## src/rtl/demux_1to4_16bit_reg_pkg.sv

```systemverilog
`default_nettype none
// ============================================================================
// Module      : demux_1to4_16bit_reg_pkg
// Description : Shared constants and the select decoder for the 1-to-4 demux.
// Revision    : 1.0 - initial release
// ============================================================================
package demux_1to4_16bit_reg_pkg;

  localparam int WIDTH = 16;
  localparam int NCH   = 4;

  localparam logic [1:0] CH0      = 2'd0;
  localparam logic [1:0] CH1      = 2'd1;
  localparam logic [1:0] CH2      = 2'd2;
  localparam logic [1:0] CH3      = 2'd3;
  localparam logic [1:0] RR_RESET = 2'd0;

  function automatic logic [NCH-1:0] sel_onehot(input logic [1:0] sel);
    return 4'b0001 << sel;
  endfunction

endpackage : demux_1to4_16bit_reg_pkg
`default_nettype wire

```

## src/rtl/demux_slot.sv

```systemverilog
`default_nettype none
// ============================================================================
// Module      : demux_slot
// Description : One-entry output holding slot with valid/ready drain.
// Revision    : 1.0 - initial release
// ============================================================================
module demux_slot
  import demux_1to4_16bit_reg_pkg::*;
#(
  parameter int DW = WIDTH
) (
  input  logic          clk,
  input  logic          rst_n,
  input  logic          load,
  input  logic [DW-1:0] d,
  input  logic          out_ready,
  output logic [DW-1:0] q,
  output logic          valid
);

  logic [DW-1:0] r_q;
  logic          r_valid;

  // A load wins over a drain, so a word can pass through every cycle.
  always_ff @(posedge clk) begin
    if (!rst_n) begin
      r_q     <= '0;
      r_valid <= 1'b0;
    end else if (load) begin
      r_q     <= d;
      r_valid <= 1'b1;
    end else if (r_valid && out_ready) begin
      r_valid <= 1'b0;
    end
  end

  assign q     = r_q;
  assign valid = r_valid;

endmodule : demux_slot
`default_nettype wire

```

## src/rtl/demux_1to4_16bit_reg.sv

```systemverilog
`default_nettype none
// ============================================================================
// Module      : demux_1to4_16bit_reg
// Description : Registered 1-to-4 16-bit demux, explicit or round-robin routing.
// Revision    : 1.0 - initial release
// ============================================================================
module demux_1to4_16bit_reg
  import demux_1to4_16bit_reg_pkg::*;
#(
  parameter int DW  = WIDTH,
  parameter int NC  = NCH
) (
  input  logic          clk,
  input  logic          rst_n,
  input  logic [1:0]    S,
  input  logic          rr_en,
  input  logic [DW-1:0] in_data,
  input  logic          in_valid,
  output logic          in_ready,
  output logic [DW-1:0] out_data0,
  output logic [DW-1:0] out_data1,
  output logic [DW-1:0] out_data2,
  output logic [DW-1:0] out_data3,
  output logic [NC-1:0] out_valid,
  input  logic [NC-1:0] out_ready,
  output logic [1:0]    rr_ptr
);

  logic [1:0]    r_rr_ptr;
  logic [1:0]    w_sel;
  logic [NC-1:0] w_onehot;
  logic          w_accept;
  logic [DW-1:0] w_q [NC];
  logic [NC-1:0] w_valid;

  assign w_sel    = rr_en ? r_rr_ptr : S;
  assign w_onehot = sel_onehot(w_sel);

  // The selected slot may accept when empty or when it is draining this cycle.
  assign in_ready = rst_n & (~w_valid[w_sel] | out_ready[w_sel]);
  assign w_accept = in_valid & in_ready;

  always_ff @(posedge clk) begin
    if (!rst_n) begin
      r_rr_ptr <= RR_RESET;
    end else if (w_accept && rr_en) begin
      r_rr_ptr <= r_rr_ptr + 2'd1;
    end
  end

  generate
    for (genvar k = 0; k < NC; k++) begin : g_slot
      demux_slot #(.DW(DW)) u_slot (
        .clk       (clk),
        .rst_n     (rst_n),
        .load      (w_accept & w_onehot[k]),
        .d         (in_data),
        .out_ready (out_ready[k]),
        .q         (w_q[k]),
        .valid     (w_valid[k])
      );
    end
  endgenerate

  assign out_data0 = w_q[CH0];
  assign out_data1 = w_q[CH1];
  assign out_data2 = w_q[CH2];
  assign out_data3 = w_q[CH3];
  assign out_valid = w_valid;
  assign rr_ptr    = r_rr_ptr;

endmodule : demux_1to4_16bit_reg
`default_nettype wire

```

## config.mk

```make
export PLATFORM = sky130hd
export DESIGN_NAME = demux_1to4_16bit_reg
export DESIGN_NICKNAME = d
export VERILOG_FILES = /design/src/rtl/demux_1to4_16bit_reg_pkg.sv /design/src/rtl/demux_slot.sv /design/src/rtl/demux_1to4_16bit_reg.sv
export SDC_FILE = /design/constraint.sdc
export NUM_CORES = 1
export LEC_CHECK = 0
export BUFFER_PORTS_ARGS = -buffer_cell sky130_fd_sc_hd__buf_4
export CAP_MARGIN = 5
export CORE_ASPECT_RATIO = 0.75
export CORE_MARGIN = 2
export CORE_UTILIZATION = 30
export CTS_BUF_LIST = sky130_fd_sc_hd__clkbuf_2 sky130_fd_sc_hd__clkbuf_4 sky130_fd_sc_hd__clkbuf_8
export DETAILED_ROUTE_END_ITERATION = 8
export GPL_ROUTABILITY_DRIVEN = 0
export PLACE_DENSITY = 0.56
export SYNTH_ARGS = -nofsm -noshare
export SYNTH_HDL_FRONTEND = slang
export SYNTH_HIERARCHICAL = 1
export SYNTH_SLANG_ARGS = --single-unit
```

## constraint.sdc

```tcl
create_clock -name clk -period 4.3 [get_ports clk]
set_input_delay 0.86 -clock clk [delete_from_list [all_inputs] [get_ports clk]]
set_output_delay 0.86 -clock clk [all_outputs]
set_load 0.01 [all_outputs]
```

==> impl_metrics.sql, run 1 <==
INSERT INTO impl_metrics (metric_group, metric, value, unit) VALUES
('timing', 'post-route-period-util', '70.3', '%'),
('global_route', 'first_global_vias', '1938', ''),
('worst_hold_path', 'holdCritPathClass', 'reg2reg', ''),
('layout', 'num-nets-final', '367', ''),
('timing', 'worst-slew-pin-transition', '738', 'ps'),
('timing', 'totalNegativeSetupSlack', '0', 'ps'),
('clocking', 'post_cts.repair.setup_buffers', '0', ''),
('place', 'port_buffers', '96', ''),
('global_route', 'grt_pass1_wl', '10300', 'um'),
('worst_setup_path', 'crit-reg2reg-capture', 'g_slot[0].u_slot/q[13]$_SDFFE_PN0P_', ''),
('route', 'initialDrtViolationCount', '56', ''),
('worst_hold_path', 'hp-start', 'rr_ptr[0]$_SDFFE_PN0P_', ''),
('timing', 'layout_min_cycle_time', '3020', 'ps'),
('worst_setup_path', 'critPathRequiredTime', '3440', 'ps'),
('floorplanning', 'floorplan.core_area', '0.00908', 'sq mm'),
('route', 'totalWireLength', '6720', 'um'),
('timing', 'slew-limit-headroom', '50.7', '%'),
('logic_synthesis', 'synth_seq_area_share', '49.6', '%'),
('timing', 'timing_hold_violations_final', '0', ''),
('place', 'hpwlAfterDp', '4520', 'um'),
('worst_setup_path', 'worst_setup_path_start_kind', 'input port', ''),
('global_route', 'grt_antenna_before_repair', '0', ''),
('worst_setup_path', 'worst-r2r-cell-count', '6', ''),
('logic_synthesis', 'syn_inst', '242', ''),
('layout', 'antenna_cells', '0', ''),
('timing', 'setup_violations', '0', ''),
('timing', 'maxClockFrequency', '331', 'MHz'),
('worst_setup_path', 'regToRegSetupSlack', '1970', 'ps'),
('worst_setup_path', 'cp_max_fo', '6', ''),
('clocking', 'cts_buffer_depth', '2', ''),
('worst_hold_path', 'whs_endpoint', 'rr_ptr[0]$_SDFFE_PN0P_', ''),
('pwr', 'power_density', '362', 'mW/mm^2'),
('clocking', 'clkLatencyLatePin', '340', 'ps'),
('floorplanning', 'dieWidth', '116', 'um'),
('route', 'routed_wire_length_per_instance', '14.2', 'um'),
('route', 'routed_via_density', '4.15', ''),
('clocking', 'total_number_of_clock_tree_sinks', '70', ''),
('clocking', 'holdBufCountCts', '0', ''),
('clocking', 'clock_tree.root_cell', 'clkbuf_8', ''),
('logic_synthesis', 'syn_area', '0.00282', 'sq mm'),
('floorplanning', 'row_count', '30', ''),
('timing', 'skew', '7.44', 'ps'),
('logic_synthesis', 'yosysWarningCount', '6', ''),
('floorplanning', 'height_of_the_die', '88.0', 'um'),
('timing', 'final_critical_path_setup_slack', '1280', 'ps'),
('floorplanning', 'start_util', '31.1', '%'),
('pwr', 'p_leak', '1.49', 'nW'),
('clocking', 'clock_pin_transition_on_the_worst_setup_and_hold_timing_paths', '80', 'ps'),
('timing', 'slew_viols_final', '0', ''),
('logic_synthesis', 'average_instance_area_after_synthesis', '11.7', 'sq um'),
('timing', 'unrepaired_setup_endpoints_after_global_routing', 'no', ''),
('global_route', 'gr-total-overflow', '0', ''),
('clocking', 'cts_tree', 'yes', ''),
('global_route', 'pin_count_of_the_biggest_net_entering_global_routing', '75', ''),
('clocking', 'htree_levels', '3', ''),
('layout', 'layout-area-overhead-vs-synth', '35.4', '%'),
('logic_synthesis', 'synth_fp_nets', '268', ''),
('clocking', 'cts-buffers-inserted', '9', ''),
('floorplanning', 'design.die.area', '0.0102', 'sq mm'),
('route', 'first_pass_iters', '4', ''),
('status', 'status', 'finished, final reports clean', ''),
('clocking', 'post_cts_resized', '0', ''),
('place', 'post-place-ws', '1250', 'ps'),
('route', 'antenna_left', '0', ''),
('layout', 'drive_gt1_share', '36.4', '%'),
('worst_hold_path', 'whs_path_depth', '2', ''),
('logic_synthesis', 'synth-seq-cells', '70', ''),
('worst_setup_path', 'startpoint_to_endpoint_class_of_the_critical_path', 'in2out', ''),
('global_route', 'grtUsageTotal', '13.3', '%'),
('pwr', 'vdd_drop_max', '0.124', 'mV'),
('logic_synthesis', 'synth.distinct_cells', '23', ''),
('route', 'drc', '0', ''),
('worst_setup_path', 'cp_data_arrival_time', '2160', 'ps'),
('worst_setup_path', 'worst_setup_path_end_kind', 'output port', ''),
('flow_run', 'cap_violations', '0', ''),
('route', 'dr_total_vias', '1965', ''),
('floorplanning', 'floorplan.io_pins', '97', ''),
('worst_setup_path', 'rr_startpoint', 'rr_ptr[1]$_SDFFE_PN0P_', '');
report_power, final:
group	total (W)	switching, W	internal (W)
sequential	0.000675	0.0000102	0.000665
clock	0.000567	0.000251	0.000316
combinational	0.000142	0.0000672	0.0000745
total	0.00138	0.000328	0.00106
registers in the layout (all words and copies together), names as in the netlist:
register,count
rr_ptr,2
g_slot.u_slot/q,64
g_slot.u_slot/valid,4
worst max-delay path by stage:
stage                      from  slack, ps                             endpoint
after CTS                 rr_en       1300                             in_ready
after global placement    rr_en       1260  g_slot[0].u_slot/q[13]$_SDFFE_PN0P_
after detailed placement  rr_en       1250   g_slot[0].u_slot/q[3]$_SDFFE_PN0P_
after floorplan           rr_en       1500                             in_ready
final                     rr_en       1280                             in_ready
after global routing      rr_en       1270                             in_ready
layout by cell type (no fill, tap or decap), drive strengths merged, types with 2 or more instances in the layout:
| master | Yosys | layout |
|---|---|---|
| a21boi | 2 | 2 |
| buf | 8 | 100 |
| clkbuf | 4 | 12 |
| clkinvlp | 0 | 2 |
| dfxtp | 70 | 70 |
| inv | 3 | 3 |
| mux2 | 2 | 2 |
| mux2i | 65 | 65 |
| nand2 | 2 | 2 |
| nand3 | 2 | 2 |
| nor2 | 4 | 4 |
| nor2b | 68 | 68 |
| o21a | 4 | 4 |
critical path, stage by stage:
cell,delay (ps)
buf_4,120
mux2_4,350
a311o_2,450
a21boi_0,220
buf_4,160
per-stage QoR:
stage                     instance area, sq um  instances  power, W  hold WS (ps)  utilization [%]
after floorplan                           2820        242  0.000768           495                -
after global placement                    3600        458  0.000832           492             39.7
after detailed placement                  3600        458  0.000834           497             39.7
after CTS                                 3820        474   0.00141           509             42.1
after global routing                      3820        474   0.00145           545             42.1
final                                     3820        474   0.00138           516             42.1
kinds of logic after synthesis:
group           Yosys count  synth area share (%)
compound gates           10                  3.41
buf+inv                  15                  5.36
flops                    70                  49.6
mux                      67                  24.0
simple gates             80                  17.6
final cells by class:
class / instances / area [sq um]
clock buffers: 12 / 165
clock inverters: 4 / 53.8
fillers: 933 / 5260
inverters: 3 / 11.3
multi-input cells: 157 / 1280
flip-flops and latches: 70 / 1400
well taps: 128 / 160
repair buffers: 100 / 751
cell usage after synthesis, drive strengths merged:
cell type   n  area (sq um)
inv         3          11.3
a21boi      2          15.0
dfxtp      70          1400
nand2       2          7.51
nor3b       1          7.51
o21a        4          30.0
o311ai      1          26.3
a311o       1          11.3
a21oi       1          8.76
clkbuf      4          15.0
nand2b      1          6.26
or3         1          6.26
buf         8           125
nor2b      68           425
nand3b      1          20.0
mux2        2          26.3
nor2        4          15.0
nand3       2          10.0
mux2i      65           651
o21ai       1          5.00
layer usage:
metal	global-route usage, %	wire (um)	vias to the layer above
li1	-	-	1005
met1	18.0	3290	901
met2	20.1	2990	52
met3	4.78	367	7
met4	3.90	70	0
met5	0	0	-
No activity file was read; power rests on OpenSTA's default activity.
==> run 2: changes to the inputs <==
--- a/config.mk
+++ b/config.mk
@@ -13,7 +13,7 @@
 export CTS_BUF_LIST = sky130_fd_sc_hd__clkbuf_2 sky130_fd_sc_hd__clkbuf_4 sky130_fd_sc_hd__clkbuf_8
 export DETAILED_ROUTE_END_ITERATION = 8
 export GPL_ROUTABILITY_DRIVEN = 0
-export PLACE_DENSITY = 0.56
+export PLACE_DENSITY = 0.58
 export SYNTH_ARGS = -nofsm -noshare
 export SYNTH_HDL_FRONTEND = slang
 export SYNTH_HIERARCHICAL = 1
==> constraint.sdc (replaced) <==
create_clock -name clk -period 2.5 [get_ports clk]
set_input_delay 0.5 -clock clk [delete_from_list [all_inputs] [get_ports clk]]
set_output_delay 0.5 -clock clk [all_outputs]
set_load 0.01 [all_outputs]
==> impl_metrics.sql, run 2 (synthesis results as in run 1) <==
INSERT INTO impl_metrics (metric_group, metric, value, unit) VALUES
('layout', 'num-nets-final', '370', ''),
('floorplanning', 'design.die.area', '0.0102', 'sq mm'),
('layout', 'highest_count_cells_in_the_layout_ignoring_fill_and_taps', 'buf_4 (101), dfxtp_1 (70), nor2b_1 (68), mux2i_1 (65), clkbuf_8 (10)', ''),
('layout', 'layout.filler_cells', '915', ''),
('worst_hold_path', 'whs_path_depth', '3', ''),
('worst_setup_path', 'startpoint_to_endpoint_class_of_the_critical_path', 'reg2out', ''),
('worst_setup_path', 'critPathTopFamily', 'compound AO/OA/AOI/OAI gates', ''),
('worst_setup_path', 'path_buf_inv', '1', ''),
('timing', 'slew-limit-headroom', '60.8', '%'),
('clocking', 'cts_buffer_depth', '2', ''),
('global_route', 'grt_pass1_wl', '10200', 'um'),
('clocking', 'clock_pin_transition_on_the_worst_setup_and_hold_timing_paths', '80', 'ps'),
('timing', 'maxClockFrequency', '424', 'MHz'),
('global_route', 'first_global_vias', '1992', ''),
('layout', 'drive_gt1_share', '37.0', '%'),
('worst_setup_path', 'crit_path_cell_trace', 'mux2_4 > a311o_2 > a21boi_0 > buf_4', ''),
('timing', 'post-route-period-util', '94.3', '%'),
('pwr', 'vdd_drop_max', '0.241', 'mV'),
('worst_setup_path', 'worst_setup_path_start_kind', 'flop', ''),
('worst_setup_path', 'cp_data_arrival_time', '1860', 'ps'),
('worst_setup_path', 'critical-path-slowest-cell', 'a311o_2', ''),
('status', 'status', 'finished, final reports clean', ''),
('timing', 'setup_violations', '0', ''),
('global_route', 'pin_count_of_the_biggest_net_entering_global_routing', '72', ''),
('clocking', 'post_cts.repair.setup_buffers', '0', ''),
('layout', 'final_common_cell', 'buf_4', ''),
('route', 'routed_wire_length_per_instance', '13.5', 'um'),
('timing', 'timing_hold_violations_final', '0', ''),
('route', 'drc', '0', ''),
('clocking', 'clock_tree.root_cell', 'clkbuf_8', ''),
('worst_setup_path', 'crit-reg2reg-capture', 'g_slot[0].u_slot/q[13]$_SDFFE_PN0P_', ''),
('clocking', 'total_number_of_clock_tree_sinks', '70', ''),
('clocking', 'htree_levels', '3', ''),
('timing', 'worst-slew-pin-transition', '587', 'ps'),
('worst_setup_path', 'cp_max_fo', '6', ''),
('pwr', 'power_density', '583', 'mW/mm^2'),
('route', 'routed_via_density', '4.18', ''),
('timing', 'slew_viols_final', '0', ''),
('clocking', 'cts_tree', 'yes', ''),
('layout', 'antenna_cells', '0', ''),
('worst_hold_path', 'hp-start', 'in_data[14]', ''),
('worst_setup_path', 'cpPeakStageDelay', '450', 'ps'),
('worst_hold_path', 'holdCritPathClass', 'in2reg', ''),
('worst_hold_path', 'whs_endpoint', 'g_slot[1].u_slot/q[14]$_SDFFE_PN0P_', ''),
('route', 'totalWireLength', '6430', 'um'),
('floorplanning', 'height_of_the_die', '88.0', 'um'),
('layout', 'postLayoutCellArea', '0.00383', 'sq mm'),
('route', 'initialDrtViolationCount', '51', ''),
('floorplanning', 'row_count', '30', ''),
('timing', 'totalNegativeSetupSlack', '0', 'ps'),
('place', 'placedInstanceArea', '0.00365', 'sq mm'),
('layout', 'largest_register_ff_count', '64', ''),
('worst_setup_path', 'critPathRequiredTime', '2000', 'ps'),
('worst_setup_path', 'worst_setup_path_end_kind', 'output port', ''),
('floorplanning', 'floorplan.core_area', '0.00908', 'sq mm'),
('timing', 'layout_min_cycle_time', '2360', 'ps'),
('route', 'first_pass_iters', '3', ''),
('worst_setup_path', 'regToRegSetupSlack', '610', 'ps'),
('worst_setup_path', 'worst-r2r-cell-count', '6', ''),
('route', 'dr_total_vias', '1992', ''),
('worst_setup_path', 'rr_startpoint', 'rr_ptr[1]$_SDFFE_PN0P_', ''),
('clocking', 'cts-buffers-inserted', '9', ''),
('clocking', 'post_cts_resized', '0', ''),
('layout', 'layout-area-overhead-vs-synth', '35.8', '%'),
('place', 'hpwlAfterDp', '4450', 'um'),
('clocking', 'clkLatencyLatePin', '340', 'ps'),
('global_route', 'grt_antenna_before_repair', '0', ''),
('clocking', 'holdBufCountCts', '0', ''),
('floorplanning', 'dieWidth', '116', 'um'),
('layout', 'layout.core_utilization', '42.2', '%'),
('pwr', 'p_leak', '1.49', 'nW'),
('floorplanning', 'floorplan.io_pins', '97', ''),
('floorplanning', 'start_util', '31.1', '%'),
('global_route', 'gr-total-overflow', '0', ''),
('timing', 'skew', '7.89', 'ps'),
('timing', 'unrepaired_setup_endpoints_after_global_routing', 'no', ''),
('place', 'port_buffers', '96', ''),
('flow_run', 'cap_violations', '0', ''),
('global_route', 'grtUsageTotal', '13.2', '%'),
('route', 'antenna_left', '0', '');
## run 2: worst max path at each step
stage | from | cells past startpoint | endpoint
2_1_floorplan | rr_en | 3 | in_ready
5_1_grt | rr_ptr[1]$_SDFFE_PN0P_ | 4 | in_ready
6_report | rr_ptr[1]$_SDFFE_PN0P_ | 4 | in_ready
3_3_place_gp | rr_en | 5 | in_ready
3_5_place_dp | rr_en | 5 | in_ready
4_1_cts | rr_ptr[1]$_SDFFE_PN0P_ | 4 | in_ready
## run 2: area by class of cell
| class | count | area [sq um] | area share (%) |
|---|---|---|---|
| clock buffer | 10 | 138 | 3.59 |
| sequential | 70 | 1400 | 36.5 |
| inverter | 3 | 11.3 | 0.294 |
| timing repair buffer | 103 | 798 | 20.8 |
| clock inverter | 6 | 45.0 | 1.17 |
| tap | 128 | 160 | 4.18 |
| multi-input combinational | 157 | 1280 | 33.4 |
## run 2: metrics by stage
step / power (W) / hold WS [ps] / setup slack (ps) / std cells
6_report: 0.00224 / 446 / 141 / 477
5_1_grt: 0.00236 / 417 / 29.7 / 477
4_1_cts: 0.00228 / 425 / 102 / 477
3_5_place_dp: 0.00144 / 487 / 148 / 461
3_3_place_gp: 0.00144 / 480 / 217 / 461
2_1_floorplan: 0.00132 / 495 / 421 / 242
## run 2: worst reg2reg max path: stages (launching register included)
cell and delay, ps:
dfxtp_1 340, mux2_4 320, a311o_2 450, nor2_2 160, buf_4 240, mux2i_1 220, nor2b_1 60
## run 2: metal layers
metal | GRT usage [%] | share of wire [%] | wire [um] | vias to the layer above
met5 | 0 | 0 | 0 | -
met2 | 20.4 | 45 | 2870 | 54
met4 | 3.57 | 0.89 | 57 | 0
met3 | 6.44 | 6.8 | 438 | 4
met1 | 16.5 | 48 | 3060 | 914
li1 | - | - | - | 1020
## run 2: power by group
group / internal (W) / switching [W]
logic: 0.000133 / 0.000116
registers: 0.00114 / 0.0000175
clock network: 0.000390 / 0.000436
total: 0.00167 / 0.000569
